`src/rtl/dmem_bus_ctrl.sv`:
```
// Data-memory bus controller: turns MEM-stage load/store requests into a req/ack bus
// transaction, stalls the pipeline until completion and reports a timeout as bus_err.
module dmem_bus_ctrl #(
  parameter int TIMEOUT = 255
) (
  input  logic        clk,
  input  logic        rst,
  input  logic        mem_rd,
  input  logic        mem_wr,
  input  logic [31:0] addr,
  input  logic [3:0]  sel,
  input  logic [31:0] wdata,
  output logic [31:0] raw_data,
  output logic        stall_req,
  output logic        bus_err,
  output logic        bus_req,
  output logic        bus_we,
  output logic [31:0] bus_addr,
  output logic [3:0]  bus_sel,
  output logic [31:0] bus_wdata,
  input  logic [31:0] bus_rdata,
  input  logic        bus_ack
);

  typedef enum logic [1:0] {
    IDLE = 2'd0,
    REQ  = 2'd1,
    DONE = 2'd2
  } state_t;

  localparam logic [7:0] CNT_LAST = 8'(TIMEOUT - 1);

  state_t     state;
  state_t     state_nxt;
  logic [7:0] cnt;
  logic       start;
  logic       acked;
  logic       timed_out;
  logic       addr_lsb_unused;

  // The bus is word-addressed; byte offset is carried by the lane enables.
  assign addr_lsb_unused = ^addr[1:0];

  always_ff @(posedge clk) begin
    if (rst) begin
      state <= IDLE;
    end else begin
      state <= state_nxt;
    end
  end

  always_comb begin
    state_nxt = state;
    start     = 1'b0;
    acked     = 1'b0;
    timed_out = 1'b0;
    stall_req = 1'b0;
    case (state)
      IDLE: begin
        if (mem_rd || mem_wr) begin
          start     = 1'b1;
          stall_req = 1'b1;
          state_nxt = REQ;
        end
      end
      REQ: begin
        stall_req = 1'b1;
        if (bus_ack) begin
          acked     = 1'b1;
          state_nxt = DONE;
        end else if (cnt == CNT_LAST) begin
          timed_out = 1'b1;
          state_nxt = DONE;
        end
      end
      DONE: begin
        // Stall is released here so the pipeline moves on and the request is not reissued.
        state_nxt = IDLE;
      end
      default: begin
        state_nxt = IDLE;
      end
    endcase
  end

  always_ff @(posedge clk) begin
    if (rst) begin
      bus_req   <= 1'b0;
      bus_we    <= 1'b0;
      bus_addr  <= 32'd0;
      bus_sel   <= 4'd0;
      bus_wdata <= 32'd0;
      raw_data  <= 32'd0;
      bus_err   <= 1'b0;
      cnt       <= 8'd0;
    end else begin
      if (start) begin
        bus_req   <= 1'b1;
        bus_we    <= mem_wr & ~mem_rd;
        bus_addr  <= {addr[31:2], 2'b00};
        bus_sel   <= mem_rd ? 4'b1111 : sel;
        bus_wdata <= wdata;
        cnt       <= 8'd0;
      end
      if (state == REQ) begin
        cnt <= cnt + 8'd1;
      end
      if (acked) begin
        bus_req <= 1'b0;
        if (!bus_we) begin
          raw_data <= bus_rdata;
        end
      end
      if (timed_out) begin
        bus_req <= 1'b0;
        bus_err <= 1'b1;
        if (!bus_we) begin
          raw_data <= 32'd0;
        end
      end
      if (state == DONE) begin
        bus_err <= 1'b0;
      end
    end
  end

endmodule

```
`config.mk`:
```
export PLATFORM = sky130hd
export DESIGN_NAME = dmem_bus_ctrl
export DESIGN_NICKNAME = d
export VERILOG_FILES = /design/src/rtl/dmem_bus_ctrl.sv
export SDC_FILE = /design/constraint.sdc
export NUM_CORES = 1
export LEC_CHECK = 0
export CAP_MARGIN = 25
export CELL_PAD_IN_SITES_DETAIL_PLACEMENT = 1
export CELL_PAD_IN_SITES_GLOBAL_PLACEMENT = 2
export CORE_ASPECT_RATIO = 1.25
export CORE_MARGIN = 1.5
export CORE_UTILIZATION = 23
export CTS_BUF_LIST = sky130_fd_sc_hd__clkbuf_8
export DETAILED_ROUTE_END_ITERATION = 8
export PLACE_DENSITY = 0.9
export SKIP_CTS_REPAIR_TIMING = 1
export SLEW_MARGIN = 20
export SYNTH_ARGS = -nofsm -noshare
export SYNTH_HDL_FRONTEND = slang
export SYNTH_SLANG_ARGS = --single-unit
```
`constraint.sdc`:
```
create_clock -name clk -period 2 [get_ports clk]
set_input_delay 0.4 -clock clk [delete_from_list [all_inputs] [get_ports clk]]
set_output_delay 0.4 -clock clk [all_outputs]
set_load 0.01 [all_outputs]
```
# After elaboration in Yosys (flattened, before gate mapping)

Index checks and enable logic that the tools add are counted.

Flip-flop bits (word level): 111
Input bits: 105
Output and inout port bits: 104
Word-level logic and storage cells: 42

Add/sub/neg operators: 1
Equality and inequality tests: 5
Multiplexer cells: 19
Bitwise logic cells: 2
Reductions and logical operators: 6

Operators by type and width:

| kind                  | number |
|---|---|
| $mux W32              | 4 |
| $mux W8               | 2 |
| $add A8 B1 Y8 const B | 1 |
| $eq A8 B8 Y1 const B  | 1 |
| $mux W1               | 7 |
| $mux W2               | 3 |
| $mux W4               | 1 |
| $pmux W2 S2           | 1 |
| $ne A3 B3 Y1 const B  | 1 |
| $reduce_or A3 Y1      | 1 |
| $eq A2 B1 Y1 const B  | 1 |
| $eq A2 B2 Y1 const B  | 1 |
| $logic_not A2 Y1      | 1 |
| $ne A2 B2 Y1 const B  | 1 |
| $pmux W1 S2           | 1 |
| $reduce_and A2 Y1     | 1 |
| $reduce_bool A2 Y1    | 1 |
| $reduce_or A2 Y1      | 1 |
| $and A1 B1 Y1         | 1 |
| $logic_or A1 B1 Y1    | 1 |
| $not A1 Y1            | 1 |

# Logic depth before layout (Yosys ltp)

Depth after elaboration: 5
Gate-level depth with buffers: 6
Depth with buffers taken out: 5

# Least setup slack after synthesis

No wires, ideal clock.

Kind: input port to flip-flop
Start: input port bus_ack
End: register with a tool-made name
Library setup time: 0.115 ns
Arrival: 1.411 ns
Slack: 0.474 ns
Cell stages on the path: 4
Path through: or3b_1 o41ai_4 buf_6 a21oi_2

RTL lines:

| element         | line | text |
|---|---|---|
| start, declared | 22   | `input logic bus_ack` |

# Worst setup path in the final report

Start: input port mem_wr
End: output port stall_req

Cells in the longest elaborated chain, start to end: 3

RTL lines:

| element            | line | text |
|---|---|---|
| start, declared    | 9    | `input logic mem_wr,` |
| $logic_or A1 B1 Y1 | 60   | `if (mem_rd \|\| mem_wr) begin` |
| $mux W1            | 60   |  |
| $pmux W1 S2        | 58   | `case (state)` |
| end, declared      | 14   | `output logic stall_req,` |

Every way passes these cells.

==> summary.txt <==
Grt total ovfl: 0
Final Cycle Share: 91.6%
Hold Crit Class: in2reg
Sequential fraction of the synthesis area: 50.9%
Nets@finish: 820
Fill count: 2187
Fmax: 546 MHz
Hold path start: rst
Root buffer cell: clkbuf_8
Netlist cell types: 42
PortBufs: 204
Slew Limit Fails: 0
Maximum buffer depth of the clock tree: 2
Core area: 18700 um^2
Worst-path maximum fanout: 2
Initial DRC count: 250
Area Overhead vs Synth: 59.9%
Routed vias/inst: 4.71
Ys async rst share: 0%
Worst Path Required: 1.60 ns
R2R depth: 4
First-pass GRT wire length: 23.8 mm
Syn_area_per_cell: 8.29 um^2
RR Endpoint: bus_addr[16]
Post-synth design cell area: 4370 um^2
Gate count of the mapped netlist: 527
Post-DP HPWL: 10.3 mm
FF-to-FF setup slack: 0.33 ns
Vias: 4472
Placed Cells: 934
Yosys warning total: 0
Worst hold path depth: 3
Maxcap violations: 0
# H-tree levels: 3
PnR Total Power: 0.00504 W
CTS clk-pin slew, worst paths: 0.10 ns
Total track usage: 15.0%
Routed wire length per instance: 15.8 um
Worst skew pair latency: 0.37 ns
RSZ-0062 raised after global routing: no
CTS tree: done
Gpl congestion: 0.721
Top-Level Pins: 209
Ant. Diodes: 0
Largest net degree at the start of global routing: 78
Die Wd: 126 um
# setup viols final: 0
Final wirelength: 15.0 mm
Yosys reg bits: 111
WHS Endpoint: bus_err
Sink Count: 111
Vias in the first global route: 4617
Static Leak: 2.47 nW
Clk_skew: 0.0131 ns
Power Dens Cells: 721 nW/um^2
Crit path launch type: primary input
Synth top area share: 50.9%
DRC Markers: 0
Initial antenna violation count: 0
Area leader, netlist: dfxtp_1
Setup_tns: 0 ns
Placed cell areas: 6760 um^2
WHS: 0.459 ns
Reg-to-reg critical path startpoint: state[1]
Rows: 56
Max VDD drop: 0.264 mV
CP Class: in2out
Die area: 19800 um^2
Top post-synthesis cells by area: dfxtp_1 51%, a21oi_1 11%, nand3_1 7.7%
Drt pass-1 iters: 4
Layout cells sized above 1: 8.91%
Die Y: 157 um
Final instance area: 6980 um^2
Status: complete, no violations
Routed Antenna Nets: 0
Crit end category: output pin
Starting density of the core: 23.3%
Final Hold Viols: 0
Num CTS Buffers: 9
EDFF count, synth: 0
CP arrival: 1.43 ns
Most used DFF post-synth: dfxtp_1
Min Clock Period, post-route: 1.83 ns
Non-filler cells, final: 950
synth_stat cells (all sizes together) (2+ instances only):
cell type	instances
dfxtp	111
a21oi	105
nand2	68
nand3	67
o21ai	67
clkbuf	37
buf	18
nor2	8
nor3	6
inv	5
a211oi	2
a311oi	2
a41oi	2
ha	2
nand2b	2
nand3b	2
or2	2
how the worst max path moves through the flow:
stage,start,to,slack [ns],cells after the start
3_3_place_gp,mem_wr,stall_req,-0.12,4
6_report,mem_wr,stall_req,0.17,4
5_1_grt,mem_wr,stall_req,0.13,4
3_5_place_dp,mem_wr,stall_req,-0.16,4
2_1_floorplan,bus_ack,flip-flop,0.47,4
4_1_cts,state[0],stall_req,-0.40,3
cell families after synthesis:
kind of cell	Yosys count	synth area share [%]
AOI/OAI and AO/OA	187	23.9
and+or+nand+nor	165	18.1
DFF	111	50.9
buffers and inverters	60	6.25
adders and majority gates	2	0.573
muxes	1	0.258
other	1	0.0859
layer usage:
| layer | up-vias | track usage (%) | share of wire, % |
|---|---|---|---|
| met1 | 2122 | 17.4 | 43 |
| met3 | 17 | 4.04 | 5.8 |
| met4 | 0 | 5.25 | 1.8 |
| met2 | 125 | 26.8 | 50 |
| li1 | 2208 | - | - |
| met5 | - | 0 | 0 |
power by group:
| part | internal [W] | switching (W) |
|---|---|---|
| sequential | 0.00236 | 0.0000796 |
| clock | 0.000686 | 0.000787 |
| combinational | 0.000611 | 0.000517 |
| total | 0.00366 | 0.00138 |
worst max-delay path: stages:
cell	delay [ns]
clkdlybuf4s50_1	0.45
nor3_1	0.27
nor2_1	0.10
dlymetal6s2s_1	0.21
cell usage in the layout, fill, tap and decap left out, drive strengths merged, types with 6 or more instances in the layout:
cell type and count:
a21oi 105, buf 26, clkbuf 12, clkdlybuf4s50 202
dfxtp 111, inv 6, nand2 68, nand3 67
nor2 8, nor3 6, o21ai 67
area by class of cell:
type                            instances  area (um^2)  share of cell area, %
Tap cell                              232          290                   4.16
Timing Repair Buffer                  229         2330                   33.3
Clock buffer                           12          165                   2.36
Sequential cell                       111         2230                   31.9
Multi-Input combinational cell        357         1910                   27.3
Inverter                                5         18.8                  0.269
Clock inverter                          4         51.3                  0.735
stage by stage:
stage | setup slack (ns) | utilization, %
finish | 0.169 | 37.3
global route | 0.126 | 37.3
floorplan | 0.474 | -
global placement | -0.117 | 36.1
detailed placement | -0.162 | 36.1
CTS | -0.401 | 37.3
Power figures use the tool's default switching activity.
==> RTL edit: new RTL, same flow settings <==
Encoding of `state_t`: now one-hot (3 bits for 3 states).
--- a/src/rtl/dmem_bus_ctrl.sv
+++ b/src/rtl/dmem_bus_ctrl.sv
@@ -24,6 +24,6 @@
 
-  typedef enum logic [1:0] {
-    IDLE = 2'd0,
-    REQ  = 2'd1,
-    DONE = 2'd2
+  typedef enum logic [2:0] {
+    IDLE = 3'b001,
+    REQ  = 3'b010,
+    DONE = 3'b100
   } state_t;
Formal check against the unedited RTL: same outputs for any inputs over 10 cycles, from zero or initial values and one cycle with rst high; not proved beyond that.
==> RTL edit against the unedited design <==
  * Worst setup slack got worse by 53 ps
  * Power is 2.7% higher
  * Critical path depth unchanged
  * Area after synthesis is 5.4% higher
  * Final area grew 3.2%
  * Sequential power rose by 2%
  * Synthesized cell count up 0.57%
  * Routed wire length rose by 14%
  * Global-route usage up 1.2 points
  * First-iteration DRC count decreased by 16%
  * Clock skew grew 7.8 ps
  * Sequential cell count up 1
  * Critical endpoint unchanged
  * Largest power group unchanged
  * Highest routed layer unchanged
==> RTL edit: results (changes against the unedited design) <==
| Metric | Value |
|---|---|
| Outcome | `completed` |
| Hold_ws | `431 ps (-28.8 ps)` |
| Hold Path End | `cnt[1]` |
| Reg2reg start | `state[0]` |
| VDD IR max | `360 uV (+36%)` |
| Clk_lat worst skew | `400 ps (+30 ps)` |
| Pin count of the biggest net entering global routing | `69 (-12%)` |
| R2R depth | `5 (+1)` |
| Worst Skew | `20.9 ps (+7.84 ps)` |
| CP arrival | `1480 ps (+50 ps)` |
| Max clock buf depth | `2 (unchanged)` |
| Placed cell areas | `7000 sq um (+3.6%)` |
| Number of global-route vias before repair | `5147 (+11%)` |
| Static leakage | `2.39 nW (-3.2%)` |
| Multi-input gate area | `2110 sq um (+11%)` |
| ANT cells | `0 (unchanged)` |
| Initial drt markers | `210 (-16%)` |
| Via density | `4.99 (+6.0%)` |
| Dpl cells | `966 (+3.4%)` |
| Hold_sp | `rst` |
| Reg2reg end | `cnt[6]` |
| CTS clk-pin slew, worst paths | `110 ps` |
| WHS Path Cells | `2 (-1)` |
| Asr flop ratio synth | `0% (unchanged)` |
| Most frequent cells after synthesis | `112 x dfxtp_1, 99 x a21oi_1, 70 x nand3_1` |
| Fill cells | `2289 (+4.7%)` |
| Yosys warnings | `0 (unchanged)` |
| Drt wl/cell | `17.4 um (+10%)` |
| Crit-path slowest cell | `or3b_4` |
| Global placement routability congestion | `0.743 (+3.0%)` |
| Antenna violations before repair | `0 (unchanged)` |
| Biggest cell delay along the critical path | `400 ps (-50 ps)` |
| First drt pass iteration count | `4 (unchanged)` |
| Fin cells | `983 (+3.5%)` |
| R2R setup slack | `200 ps (-130 ps)` |
| Fraction of layout cells with a size suffix above 1 | `9.05% (+0.14 points)` |
| Sequential area share after synthesis | `48.7% (-2.2 points)` |
| Hpwl dp | `11300 um (+10%)` |
| Total track usage | `16.2% (+1.2 points)` |
| Slew at the pin closest to its max-slew limit | `697 ps` |
| Final Hold Viols | `0 (unchanged)` |
| Post-synth cell types | `41 (-2.4%)` |
| Avg Cell Area, Syn | `8.69 sq um (+4.8%)` |
| Total CTS buffers | `9 (unchanged)` |
| Critical Path Fanout Max | `6 (+4)` |
| First-pass GRT wire length | `27000 um (+14%)` |
| Synth top area cells | `dfxtp_1 49%, a21oi_1 11%, nand3_1 7.6%, o21ai_0 7.1%, a32oi_1 5.7%` |
## RTL edit: changes by cell type after synthesis, moves of 7 or more
cell	delta
o211ai_1	+34
nand2_1	-63
buf_2	-7
a21oi_2	-10
a32oi_1	+30
clkbuf_1	+19
## RTL edit: how the worst max path moves through the flow
stage / start / endpoint / slack [ps] / cells past startpoint
CTS: state[2] / stall_req / -410 / 3
floorplan: state[0] / stall_req / 390 / 4
finish: state[0] / stall_req / 120 / 4
global route: state[0] / stall_req / 40 / 4
global placement: bus_ack / raw_data[31] / -60 / 5
detailed placement: mem_wr / stall_req / -60 / 4
## RTL edit: per-layer routing
layer	share of wire [%]	global-route usage (%)	vias to the layer above
li1	-	-	2360
met1	42	18.9	2392
met2	50	28.3	136
met3	7.1	5.50	16
met4	1.4	4.14	0
met5	0	0	-
## RTL edit: cell families after synthesis
logic type,share of synthesized area (%)
AO/OA/AOI/OAI,32.5
AND/OR/NAND/NOR,11.8
buffers and inverters,6.14
other,0.0814
multiplexers,0.245
flip-flops,48.7
adder cells (fa/ha/maj),0.543
## RTL edit: power by group
group / leakage, nW / switching (mW) / internal [mW]
clock: 0.0970 / 0.902 / 0.494
combinational: 1.37 / 0.636 / 0.662
sequential: 0.916 / 0.0834 / 2.39
total: 2.39 / 1.62 / 3.55
## RTL edit: critical path: cells and delay by family, from the launching register on
family / cells / cell delay (ps)
AO/OA/AOI/OAI: 1 / 80
buffers and inverters: 2 / 300
AND/OR/NAND/NOR: 1 / 400
flip-flops: 1 / 330
## RTL edit: through the flow
stage	power, mW	setup WS (ps)
global placement	3.82	-56.7
floorplan	3.08	395
CTS	5.28	-414
global route	5.46	42.0
finish	5.17	116
detailed placement	3.84	-63.5
## RTL edit: area by class of cell
class                      instances  area share, %
clock buffer                       9           1.72
sequential                       112           31.1
multi-input combinational        351           29.2
timing repair buffer             235           32.1
tap                              265           4.60
clock inverter                     7           1.01
inverter                           4          0.208
